### src/rtl/reset_sequencer_if.sv
// Bundle of the reset sequencer's control and status signals.
// The sequencer itself connects through the slave modport.
interface reset_sequencer_if #(
  parameter int unsigned STAGES = 3
);

  logic              ready_i;
  logic              lock_i;
  logic [STAGES-1:0] done_i;
  logic [STAGES-1:0] rst_o;
  logic              all_ready_o;
  logic              fault_o;
  logic [2:0]        state_o;

  // Sequencer side
  modport slave (
    input  ready_i,
    input  lock_i,
    input  done_i,
    output rst_o,
    output all_ready_o,
    output fault_o,
    output state_o
  );

  // Environment side: reset generator, PLL and downstream blocks
  modport master (
    output ready_i,
    output lock_i,
    output done_i,
    input  rst_o,
    input  all_ready_o,
    input  fault_o,
    input  state_o
  );

endinterface

### src/rtl/reset_sequencer.sv
// Reset sequencer: waits for release-allowed and a filtered PLL lock, then
// releases downstream reset domains one at a time.
// Each stage must acknowledge init-done before the next one is released.
// Losing lock or withdrawing release re-asserts every reset.
module reset_sequencer #(
  parameter int unsigned STAGES      = 3,
  parameter int unsigned LOCK_FILTER = 8,
  parameter int unsigned STAGE_GAP   = 16,
  parameter int unsigned TIMEOUT     = 1024,
  parameter int unsigned CW          = 16
) (
  input  logic             clk_i,
  input  logic             rstn_i,
  reset_sequencer_if.slave sq_if
);

  localparam int unsigned IW = (STAGES > 1) ? $clog2(STAGES) : 1;

  localparam logic [2:0] S_HOLD      = 3'd0;
  localparam logic [2:0] S_LOCKWAIT  = 3'd1;
  localparam logic [2:0] S_RELEASE   = 3'd2;
  localparam logic [2:0] S_WAIT_DONE = 3'd3;
  localparam logic [2:0] S_GAP       = 3'd4;
  localparam logic [2:0] S_RUN       = 3'd5;
  localparam logic [2:0] S_FAULT     = 3'd6;

  localparam logic [CW-1:0] LF_LAST  = CW'(LOCK_FILTER - 1);
  localparam logic [CW-1:0] GAP_LAST = CW'(STAGE_GAP - 1);
  localparam logic [CW-1:0] TO_LAST  = CW'(TIMEOUT - 1);
  localparam logic [IW-1:0] IDX_LAST = IW'(STAGES - 1);

  // Elaboration-time parameter sanity
  if (STAGES < 1 || STAGES > 8) begin : g_bad_stages
    $error("reset_sequencer: STAGES must be 1..8");
  end
  if (LOCK_FILTER < 1) begin : g_bad_filter
    $error("reset_sequencer: LOCK_FILTER must be >= 1");
  end
  if (STAGE_GAP < 1) begin : g_bad_gap
    $error("reset_sequencer: STAGE_GAP must be >= 1");
  end
  if (TIMEOUT < 2) begin : g_bad_timeout
    $error("reset_sequencer: TIMEOUT must be >= 2");
  end
  if ((CW < 32) && ((LOCK_FILTER >= (32'd1 << CW)) || (STAGE_GAP >= (32'd1 << CW)) ||
                    (TIMEOUT >= (32'd1 << CW)))) begin : g_bad_cw
    $error("reset_sequencer: CW too narrow for the configured counts");
  end
  if ($bits(sq_if.done_i) != STAGES) begin : g_bad_if
    $error("reset_sequencer: interface STAGES does not match module STAGES");
  end

  logic              lock_meta_q;
  logic              lock_s_q;

  logic [2:0]        state_q,     state_d;
  logic [IW-1:0]     idx_q,       idx_d;
  logic [CW-1:0]     cnt_q,       cnt_d;
  logic [STAGES-1:0] rst_q,       rst_d;
  logic              all_ready_q, all_ready_d;
  logic              fault_q,     fault_d;

  // Two-flop synchronizer for the asynchronous PLL lock flag
  always_ff @(posedge clk_i or negedge rstn_i) begin
    if (!rstn_i) begin
      lock_meta_q <= 1'b0;
      lock_s_q    <= 1'b0;
    end else begin
      lock_meta_q <= sq_if.lock_i;
      lock_s_q    <= lock_meta_q;
    end
  end

  // State, stage index, shared counter and registered outputs
  always_ff @(posedge clk_i or negedge rstn_i) begin
    if (!rstn_i) begin
      state_q     <= S_HOLD;
      idx_q       <= '0;
      cnt_q       <= '0;
      rst_q       <= '1;
      all_ready_q <= 1'b0;
      fault_q     <= 1'b0;
    end else begin
      state_q     <= state_d;
      idx_q       <= idx_d;
      cnt_q       <= cnt_d;
      rst_q       <= rst_d;
      all_ready_q <= all_ready_d;
      fault_q     <= fault_d;
    end
  end

  // Next-state and next-output logic; one counter serves as lock filter,
  // done timer and gap timer since only one is live in any state
  always_comb begin
    state_d = state_q;
    idx_d   = idx_q;
    cnt_d   = cnt_q;
    rst_d   = rst_q;

    case (state_q)
      S_HOLD: begin
        rst_d = '1;
        if (sq_if.ready_i) begin
          state_d = S_LOCKWAIT;
          cnt_d   = '0;
        end
      end

      S_LOCKWAIT: begin
        rst_d = '1;
        if (lock_s_q) begin
          if (cnt_q == LF_LAST) begin
            state_d = S_RELEASE;
            idx_d   = '0;
            cnt_d   = '0;
          end else begin
            cnt_d = CW'(cnt_q + 1'b1);
          end
        end else begin
          cnt_d = '0;
        end
      end

      S_RELEASE: begin
        rst_d[idx_q] = 1'b0;
        cnt_d        = '0;
        state_d      = S_WAIT_DONE;
      end

      S_WAIT_DONE: begin
        cnt_d = CW'(cnt_q + 1'b1);
        // Done beats a simultaneous timeout
        if (sq_if.done_i[idx_q]) begin
          cnt_d   = '0;
          state_d = (idx_q == IDX_LAST) ? S_RUN : S_GAP;
        end else if (cnt_q == TO_LAST) begin
          state_d = S_FAULT;
          rst_d   = '1;
          idx_d   = '0;
          cnt_d   = '0;
        end
      end

      S_GAP: begin
        if (cnt_q == GAP_LAST) begin
          state_d = S_RELEASE;
          idx_d   = IW'(idx_q + 1'b1);
          cnt_d   = '0;
        end else begin
          cnt_d = CW'(cnt_q + 1'b1);
        end
      end

      S_RUN: begin
        // Terminal until an abort; later done_i drops are ignored
      end

      S_FAULT: begin
        rst_d = '1;
        if (!sq_if.ready_i) begin
          state_d = S_HOLD;
          idx_d   = '0;
          cnt_d   = '0;
        end
      end

      default: begin
        state_d = S_HOLD;
        rst_d   = '1;
        idx_d   = '0;
        cnt_d   = '0;
      end
    endcase

    // Aborts override every transition above; FAULT only exits via ready_i
    if (state_q != S_HOLD && state_q != S_FAULT) begin
      if (!sq_if.ready_i) begin
        state_d = S_HOLD;
        rst_d   = '1;
        idx_d   = '0;
        cnt_d   = '0;
      end else if (!lock_s_q && state_q != S_LOCKWAIT) begin
        state_d = S_LOCKWAIT;
        rst_d   = '1;
        idx_d   = '0;
        cnt_d   = '0;
      end
    end

    all_ready_d = (state_d == S_RUN);
    fault_d     = (state_d == S_FAULT);
  end

  assign sq_if.rst_o       = rst_q;
  assign sq_if.all_ready_o = all_ready_q;
  assign sq_if.fault_o     = fault_q;
  assign sq_if.state_o     = state_q;

endmodule
### src/flat_wrapper.sv
// flat-port wrapper written by rule: the top's interface ports become plain ports
module reset_sequencer_flat 
#(
  parameter int unsigned STAGES      = 3,
  parameter int unsigned LOCK_FILTER = 8,
  parameter int unsigned STAGE_GAP   = 16,
  parameter int unsigned TIMEOUT     = 1024,
  parameter int unsigned CW          = 16
)
  (clk_i, rstn_i, sq_if_ready_i, sq_if_lock_i, sq_if_done_i, sq_if_rst_o, sq_if_all_ready_o, sq_if_fault_o, sq_if_state_o);
  reset_sequencer_if #(.STAGES(STAGES)) sq_if_i ();
  input  logic clk_i;
  input  logic rstn_i;
  input wire logic [$bits(sq_if_i.ready_i)-1:0] sq_if_ready_i;
  input wire logic [$bits(sq_if_i.lock_i)-1:0] sq_if_lock_i;
  input wire logic [$bits(sq_if_i.done_i)-1:0] sq_if_done_i;
  output wire logic [$bits(sq_if_i.rst_o)-1:0] sq_if_rst_o;
  output wire logic [$bits(sq_if_i.all_ready_o)-1:0] sq_if_all_ready_o;
  output wire logic [$bits(sq_if_i.fault_o)-1:0] sq_if_fault_o;
  output wire logic [$bits(sq_if_i.state_o)-1:0] sq_if_state_o;
  assign sq_if_i.ready_i = sq_if_ready_i;
  assign sq_if_i.lock_i = sq_if_lock_i;
  assign sq_if_i.done_i = sq_if_done_i;
  assign sq_if_rst_o = sq_if_i.rst_o;
  assign sq_if_all_ready_o = sq_if_i.all_ready_o;
  assign sq_if_fault_o = sq_if_i.fault_o;
  assign sq_if_state_o = sq_if_i.state_o;
  reset_sequencer #(.STAGES(STAGES), .LOCK_FILTER(LOCK_FILTER), .STAGE_GAP(STAGE_GAP), .TIMEOUT(TIMEOUT), .CW(CW)) u_core (.clk_i(clk_i), .rstn_i(rstn_i), .sq_if(sq_if_i));
endmodule
### config.mk
export PLATFORM = sky130hd
export DESIGN_NAME = reset_sequencer_flat
export DESIGN_NICKNAME = d
export VERILOG_FILES = /design/src/rtl/reset_sequencer_if.sv /design/src/rtl/reset_sequencer.sv /design/src/flat_wrapper.sv
export SDC_FILE = /design/constraint.sdc
export NUM_CORES = 1
export LEC_CHECK = 0
export BUFFER_PORTS_ARGS = -buffer_cell sky130_fd_sc_hd__buf_2
export CORE_MARGIN = 5
export CORE_UTILIZATION = 25
export CTS_CLUSTER_DIAMETER = 200
export CTS_CLUSTER_SIZE = 8
export DETAILED_ROUTE_END_ITERATION = 6
export GPL_TIMING_DRIVEN = 0
export HOLD_SLACK_MARGIN = 0.08
export PLACE_DENSITY = 0.5
export SLEW_MARGIN = 20
export SYNTH_ARGS = -nofsm -noshare
export SYNTH_HDL_FRONTEND = slang
export SYNTH_SLANG_ARGS = --single-unit
### constraint.sdc
create_clock -name clk_i -period 2.98 [get_ports clk_i]
set_input_delay 0.447 -clock clk_i [delete_from_list [all_inputs] [get_ports clk_i]]
set_output_delay 0.447 -clock clk_i [all_outputs]
set_load 0.05 [all_outputs]
## Yosys cells after proc, flatten, opt, wreduce, memory -nomap -nowiden

Index checks and enable logic that the tools add are counted.

- Flip-flop bits (word level): 28
- Word-level logic and storage cells: 79
- Input bits: 7
- Output and inout bits: 8

- Eq/ne operators: 14
- Add/sub/neg operators: 2
- Muxes and demuxes: 43
- Bitwise logic cells: 2
- Reduce and logical (&&, ||, !) cells: 8
- Magnitude comparators: 2

Operators by type and width:

| operator | count |
|---|---|
| $mux 16 | 10 |
| $pmux 16 s6 | 1 |
| $mux 3 | 15 |
| $pmux 3 s7 | 1 |
| $mux 2 | 9 |
| $add 16x1->16 const B | 1 |
| $eq 16x10->1 const B | 1 |
| $eq 16x3->1 const B | 1 |
| $eq 16x4->1 const B | 1 |
| $eq 3x3->1 const B | 5 |
| $pmux 2 s5 | 1 |
| $pmux 3 s3 | 1 |
| $eq 3x2->1 const B | 2 |
| $and 3x3->3 | 1 |
| $eq 3x1->1 const B | 1 |
| $logic_and 1x1->1 | 3 |
| $logic_not 3->1 | 1 |
| $lt 2x3->1 const B | 1 |
| $mux 1 | 3 |
| $ne 3x1->1 const B | 1 |
| $ne 3x3->1 const B | 1 |
| $not 3->3 | 1 |
| $reduce_bool 3->1 | 1 |
| $reduce_or 3->1 | 1 |
| 7 further kinds | 7 |

## Longest topological paths before layout

Gate-level depths: netlist (run 1).

- Word-level depth: 10
- Depth in mapped cells: 8
- Depth with buffers taken out: 6

## Worst setup path after synthesis (run 1)

Ideal clock, no wire load.

- Path kind: reg2reg
- Start: register u_core.cnt_q[10]
- End: register u_core.cnt_q[3]
- Arrival: 2113 ps
- Library setup time: 134 ps
- Data required time: 2846 ps
- Period minus slack after synthesis: 2246 ps
- Path slack: 734 ps
- Stages on the path, launching flop included: 8
- Buffers on the path: 2
- Path through: dfrtp_1 buf_6 or4_4 or4_4 o2bb2ai_4 buf_6 o211ai_2 o211ai_1

- Longest elaborated chain between the ends: 7
- Elaborated cells on any way between the ends: 12
- Those cells by class: 3 x eq/ne; 9 x mux

Ends and longest elaborated chain:

| element | line | RTL |
|---|---|---|
| start, declared | reset_sequencer.sv:58 | `logic [CW-1:0] cnt_q, cnt_d;` |
| start signal, assigned | reset_sequencer.sv:86 | `cnt_q <= cnt_d;` |
| $eq 16x10->1 / $eq 16x3->1 (equally long branches) | reset_sequencer.sv:137, reset_sequencer.sv:113 |  |
| $mux 16, on equally long branches | reset_sequencer.sv:137, reset_sequencer.sv:113 |  |
| $mux 16, on equally long branches | reset_sequencer.sv:134, reset_sequencer.sv:112 |  |
| $pmux 16 s6 * | reset_sequencer.sv:101 | `case (state_q)` |
| $mux 16 | reset_sequencer.sv:183 | `end else if (!lock_s_q && state_q != S_LOCKWAIT) begin` |
| $mux 16 | reset_sequencer.sv:178 | `if (!sq_if.ready_i) begin` |
| $mux 16 * | reset_sequencer.sv:177 | `if (state_q != S_HOLD && state_q != S_FAULT) begin` |
| net u_core.cnt_d[3] | reset_sequencer.sv:58 |  |

The timed path passes the listed nets; every way through them passes the cells marked *.

## Final worst setup path (run 1)

- Start: register u_core.cnt_q[0]
- End: register u_core.cnt_q[9]

- Longest elaborated chain between the ends: 7
- Elaborated cells on any way between the ends: 13
- Those cells by class: 1 x add/sub; 3 x eq/ne; 9 x mux

Ends and longest elaborated chain:

| element | line |
|---|---|
| $add 16x1->16, or another cell as far along | reset_sequencer.sv:118, reset_sequencer.sv:132, reset_sequencer.sv:151 |
| $mux 16, on equally long branches | reset_sequencer.sv:137, reset_sequencer.sv:113 |
| $mux 16, on equally long branches | reset_sequencer.sv:134, reset_sequencer.sv:112 |
| $pmux 16 s6 * | reset_sequencer.sv:101 |
| $mux 16 | reset_sequencer.sv:183 |
| $mux 16 | reset_sequencer.sv:178 |
| $mux 16 * | reset_sequencer.sv:177 |
| net u_core.cnt_d[9] | reset_sequencer.sv:58 |

Marked as above.

==> summary.txt, run 1 <==
Synth
  • Most common cell in the netlist: dfrtp_1
  • Post-synth EDFFs: 0
  • Yosys reg bits: 28
  • Main synth FF type: dfrtp_1
  • Register area share after synthesis: 34.9%
  • Yosys top cell area share: 31.0%
  • Gate Count Post-Synth: approximately 240
  • Async set-reset flop share out of synthesis: 100%
  • Avg Inst Size Synth: between 8 and 9 sq um
  • Synth cell types: 50
  • Post-Syn Area: 2020 sq um
  • Area contributors post-synth: dfrtp_1, nand3_1, nand2_1
  • Synthesized Nets: 246
  • Synth area leader: dfrtp_1
  • YS warnings: 0
  • Most frequent cells after synthesis: dfrtp_1, nand2_1, nand3_1

Timing
  • Max_slew headroom: between 40% and 50%
  • Measured slew at the worst slew-check pin: 0.749 ns
  • Tmin final: roughly 2.6 ns
  • RSZ-0062 raised after global routing: no
  • Final setup fails: 0
  • PnR worst setup slack: 0.398 ns
  • Final Max Tran Viols: 0
  • Clock skew: 0.00307 ns
  • FMAX: 387 MHz
  • Setup TNS: 0 ns
  • Fin crit share: 86.7%
  • Fin. Hold Viols: 0

Critical path
  • WP data arrival: ~2.8 ns
  • Reg2reg setup slack: 0.40 ns
  • Worst-path cell chain: ha_1 > nor4bb_1 > and4_1 > nor3_2 > buf_2 > o211ai_2 > o211ai_1
  • Crit path largest cell delay: between 0.5 and 0.6 ns
  • CP Class: reg -> reg
  • CP required: 3.18 ns
  • Crit end category: flop
  • CP Max Fanout: 10
  • RR Startpoint: u_core.cnt_q[0]
  • Worst setup path start: u_core.cnt_q[0]
  • Startpoint types: flop
  • CP max-delay cell: nor3_2

Run
  • Max Cap Violations: 0

Clock tree
  • Number of clock sinks: 28
  • CTS Hold Bufs: 0
  • H-tree depth: 1
  • Reg clk slew, reported paths: 0.10 ns
  • TritonCTS clock tree: done
  • Post-cts resize count: 0
  • Clock Tree Root: clkbuf_8
  • Postcts setup bufs: 0
  • Worst-Skew Late Latency: 0.28 ns
  • CTS Buf Count: 3
  • CTS Buffer Depth: 2

Placement
  • HPWL after DPL: 3.87 mm
  • I/O Buffers: 13
  • Worst slack at placement: slightly above 0.4 ns
  • GP Congestion: 0.845

Global routing
  • GR Overflow Total: 0
  • Largest net degree at the start of global routing: 29
  • Initial antenna violation count: 0
  • Total GRT Usage: 11.6%
  • First-pass GRT wire length: 9.47 mm
  • Vias in the first global route: 1838

Routing
  • Vias: 1858
  • Pre-Repair DR Iteration Count: 4
  • Final wirelength: 5.40 mm
  • DRT antenna net count: 0
  • # DRC: 0
  • Routed length per instance: 15.2 microns
  • DR iter-0 viols: 86
  • Via density per instance: approximately 5.2

Die
  • Die area: about 10000 sq um
  • I/O pins: 15
  • Die width: 99.9 microns
  • Die height: 99.9 microns
  • Rows: 32
  • Core ar.: 7810 sq um
  • Starting density of the core: around a quarter

Power and ir drop
  • Worst-case vdd ir drop: 189 uV
  • Cell leakage power: 0.880 nW
  • PwrDens: 473 nW/um^2

Final layout
  • Area grow syn2layout: 11.8%
  • Ratio of cells with drive above 1 in the final layout: 15.9%
  • Nets: between 200 and 300
  • Ant diodes: 0

Outcome
  • Outcome: completed

Worst hold path
  • Class of the worst hold path: in -> async
sequential cells by signal, summed over array words and instances, names as in the netlist:
| register | count |
|---|---|
| u_core.cnt_q | 16 |
| u_core.idx_q | 2 |
| u_core.lock_meta_q | 1 |
| u_core.lock_s_q | 1 |
| u_core.sq_if.all_ready_o | 1 |
| u_core.sq_if.fault_o | 1 |
| u_core.sq_if.rst_o | 3 |
| u_core.sq_if.state_o | 3 |
cell families (layout without fill, tap and decap cells):
kind of cell,after synthesis,in the layout,share of synthesized area (%)
DFF,28,28,34.9
adders and majority gates,4,4,2.48
muxes,2,2,0.991
and+or+nand+nor,116,116,31.4
buffers and inverters,22,39,4.95
AOI/OAI and AO/OA,63,63,25.3
per-layer routing:
metal | up-vias | global-route usage (%) | part of all wire (%) | wire (microns)
li1 | 918 | - | - | -
met1 | 904 | 16.2 | 49 | 2660
met2 | 34 | 18.8 | 46 | 2490
met3 | 2 | 2.29 | 4.1 | 219
met4 | 0 | 2.10 | 0.54 | 29
met5 | - | 0 | 0 | 0
cells in the final DEF, fill, tap and decap left out, drive strengths merged, types with 2 or more instances in the layout:
| cell type | instances |
|---|---|
| o21ai | 9 |
| a31oi | 2 |
| mux2i | 2 |
| buf | 19 |
| o31a | 4 |
| o221ai | 5 |
| nor3 | 7 |
| o22ai | 4 |
| or4 | 7 |
| o31ai | 2 |
| clkbuf | 11 |
| o211ai | 14 |
| nand2 | 24 |
| ha | 4 |
| nand4 | 5 |
| and2 | 5 |
| nor3b | 2 |
| or3 | 2 |
| dfstp | 3 |
| inv | 9 |
| nor4 | 7 |
| nand2b | 3 |
| and3 | 3 |
| nand3 | 21 |
| a21o | 4 |
| a21oi | 9 |
| and4 | 2 |
| nor2b | 4 |
| dfrtp | 25 |
| nor2 | 19 |
| a21boi | 3 |
worst max-delay path, delay by kind of cell, from the launching register on:
kind	cells	cell delay, ns
buf+inv	1	0.43
flops	1	0.48
compound gates	2	0.23
fa+ha+maj	1	0.33
simple gates	3	1.03
per-stage QoR:
stage               util (%)  power (mW)  area (sq um)  hold slack (ns)  std cells
floorplan                  -       0.735          2020            0.151        235
global placement        28.3       0.853          2210            0.336        350
detailed placement      28.3       0.854          2210            0.335        350
CTS                     28.9        1.09          2260            0.208        354
global route            28.9        1.14          2260            0.243        354
finish                  28.9        1.07          2260            0.177        354
report_power, final:
part,internal (mW),switching (mW),leakage [nW]
clock network,0.0962,0.129,0.0228
registers,0.408,0.0490,0.372
logic,0.113,0.273,0.485
final timing paths:
check / end / cells past startpoint
min in group clk_i: u_core.lock_meta_q / 1
max: u_core.cnt_q[9] / 7
max in group asynchronous: u_core.cnt_q[15] / 1
min: u_core.sq_if.fault_o / 1
min reg2reg: u_core.lock_s_q / 0
max reg2reg: u_core.cnt_q[9] / 7
cell type report:
| type | count | area, sq um |
|---|---|---|
| repair buffers | 13 | 65.1 |
| multi-input cells | 185 | 1220 |
| clock buffers | 4 | 45.0 |
| fillers | 866 | 5550 |
| inverters | 9 | 33.8 |
| well taps | 102 | 128 |
| plain buffers | 13 | 66.3 |
| flip-flops and latches | 28 | 704 |
Power figures use the tool's default switching activity.
==> run 2: changes to the inputs <==
--- a/config.mk
+++ b/config.mk
@@ -5,8 +5,7 @@
 export SDC_FILE = /design/constraint.sdc
 export NUM_CORES = 1
 export LEC_CHECK = 0
-export BUFFER_PORTS_ARGS = -buffer_cell sky130_fd_sc_hd__buf_2
-export CORE_MARGIN = 5
+export BUFFER_PORTS_ARGS = -buffer_cell sky130_fd_sc_hd__buf_4
 export CORE_UTILIZATION = 25
 export CTS_CLUSTER_DIAMETER = 200
 export CTS_CLUSTER_SIZE = 8
==> run 2 against run 1 <==
Clock-buffer cell count did not move. Register-to-register slack better by 0.02 ns. Power rose by 0.90%. Combinational power increased by 2%. Cell area is 1.4% higher. Cell count unchanged. Critical path depth unchanged. Core utilization grew 0.57 points.
==> summary.txt, run 2 (synthesis gave the netlist of run 1 again) <==
Routing
  • Via density per instance: 5.19 (-1.1%)
  • Final wirelength: 5.36 mm (-0.70%)
  • # DRC: 0 (unchanged)
  • Met2 Routed Length: 2.52 mm (+1.2%)
  • DRT antenna net count: 0 (unchanged)
  • Pre-Repair DR Iteration Count: 4 (unchanged)
  • Met1 Wirelength: 2.57 mm (-3.5%)
  • Top Layer Used: met4
  • DR iter-0 viols: 102 (+19%)
  • Routed length per instance: 15.1 microns (-0.70%)
  • Vias: 1837 (-1.1%)
  • Metal3 WL: 168 microns (-23%)

Clock tree
  • Reg clk slew, reported paths: 0.11 ns (about the same)
  • Worst-Skew Late Latency: 0.29 ns (about the same)
  • Post-cts resize count: 0 (unchanged)
  • CTS Buf Count: 3 (unchanged)
  • H-tree depth: 1 (unchanged)
  • Number of clock sinks: 28 (unchanged)
  • CTS Hold Bufs: 0 (unchanged)
  • Postcts setup bufs: 0 (unchanged)
  • TritonCTS clock tree: done
  • Clock Tree Root: clkbuf_8
  • CTS Buffer Depth: 2 (unchanged)

Final layout
  • Commonest non-fill, non-tap cell in the layout: dfrtp_1
  • Nets: 264 (unchanged)
  • Area grow syn2layout: 13.4%
  • Ratio of cells with drive above 1 in the final layout: 15.9% (unchanged)
  • Most frequent cells in the layout: dfrtp_1, nand2_1, nand3_1
  • Largest register FFs: 16 (unchanged)
  • Most flops, register: u_core.cnt_q
  • Finished Core Util: 29.5% (+0.57 points)
  • FF+latch area: 704 sq um (unchanged)
  • Ant diodes: 0 (unchanged)
  • Fillers: 857 (-1.0%)
  • Post-route cell area: 2290 sq um (+1.4%)
  • Multi-input gate area: 1220 sq um (unchanged)

Placement
  • Placed Instance Area: 2250 sq um (+1.5%)
  • HPWL after DPL: 3.80 mm (-1.9%)
  • I/O Buffers: 13 (unchanged)
  • GP Congestion: 0.787 (-6.9%)

Critical path
  • CP Max Fanout: 10 (unchanged)
  • WP data arrival: 2.77 ns (about the same)
  • Crit end category: flop
  • Reg2reg setup slack: 0.42 ns (+0.02 ns)
  • RR Startpoint: u_core.cnt_q[0]
  • Startpoint types: flop
  • CP required: 3.19 ns (about the same)
  • R2R depth: 7 (unchanged)
  • Worst R2R End: u_core.cnt_q[9]
  • CP Class: reg -> reg

Global routing
  • Vias in the first global route: 1778 (-3.3%)
  • Initial antenna violation count: 0 (unchanged)
  • Total GRT Usage: 13.6% (+1.9 points)
  • GR Overflow Total: 0 (unchanged)
  • Largest net degree at the start of global routing: 29 (unchanged)
  • First-pass GRT wire length: 9.05 mm (-4.4%)

Timing
  • Final Max Tran Viols: 0 (unchanged)
  • Tmin final: 2.56 ns (-0.0228 ns)
  • Measured slew at the worst slew-check pin: 0.741 ns (-0.00741 ns)
  • Fin crit share: 85.9% (-0.77 points)
  • FMAX: 391 MHz (+0.89%)
  • Fin. Hold Viols: 0 (unchanged)
  • Final setup fails: 0 (unchanged)
  • Clock skew: 0.00929 ns (+0.00622 ns)
  • RSZ-0062 raised after global routing: no
  • Setup TNS: 0 ns (unchanged)
  • Max_slew headroom: 50.3% (+0.50 points)

Power and ir drop
  • Cell leakage power: 0.890 nW (+1.2%)
  • Worst-case vdd ir drop: 163 uV (-14%)
  • Tot Pwr: 1.08 mW (+0.90%)
  • PwrDens: 471 nW/um^2 (-0.53%)

Run
  • Max Cap Violations: 0 (unchanged)

Worst hold path
  • Class of the worst hold path: in -> async

Die
  • Core ar.: 7770 sq um (-0.51%)
  • Starting density of the core: 26.0% (+0.13 points)
  • Die width: 91.9 microns (-8.0%)
  • Rows: 32 (unchanged)
  • Die area: 8450 sq um (-15%)
  • Die height: 91.9 microns (-8.0%)
  • I/O pins: 15 (unchanged)

Outcome
  • Outcome: completed
## run 2: cell counts in the layout (fill, tap and decap cells not counted)
Identical to the previous run, type by type.
## run 2: critical path, cell delays in order (launching register included)
cell      delay [ns]
dfrtp_1         0.47
ha_1            0.32
nor4bb_1        0.18
and4_1          0.26
nor3_2          0.58
buf_2           0.44
o211ai_2        0.12
o211ai_1        0.12
## run 2: worst max-delay path by stage
| stage | startpoint | end | slack (ns) | depth (start not counted) |
|---|---|---|---|---|
| final | u_core.cnt_q[0] | u_core.cnt_q[9] | 0.42 | 7 |
| after global routing | u_core.cnt_q[0] | u_core.cnt_q[9] | 0.26 | 7 |
| after CTS | u_core.cnt_q[0] | u_core.cnt_q[9] | 0.39 | 7 |
| after detailed placement | u_core.cnt_q[0] | u_core.cnt_q[9] | 0.41 | 7 |
| after global placement | u_core.cnt_q[0] | u_core.cnt_q[9] | 0.43 | 7 |
| after floorplan | u_core.cnt_q[10] | u_core.cnt_q[3] | 0.73 | 7 |
## run 2: layout make-up
class	count	share of cell area, %
flip-flops and latches	28	30.7
inverters	9	1.47
plain buffers	13	2.89
multi-input cells	185	53.1
repair buffers	13	4.26
well taps	102	5.57
clock buffers	4	1.97
## run 2: per-layer routing
layer | up-vias | global-route usage [%]
li1 | 928 | -
met1 | 867 | 17.3
met2 | 34 | 23.0
met3 | 8 | 2.49
met4 | 0 | 4.43
met5 | - | 0
## run 2: per-stage QoR
step	hold WS, ns	setup WS [ns]	instances
floorplan	0.151	0.734	235
global placement	0.334	0.431	350
detailed placement	0.338	0.408	350
CTS	0.0888	0.388	354
global route	0.0845	0.257	354
finish	0.0686	0.421	354
## run 2: power by group
group / total (mW) / switching [mW] / internal (mW)
combinational: 0.396 / 0.277 / 0.119
sequential: 0.454 / 0.0462 / 0.408
clock: 0.227 / 0.131 / 0.0964
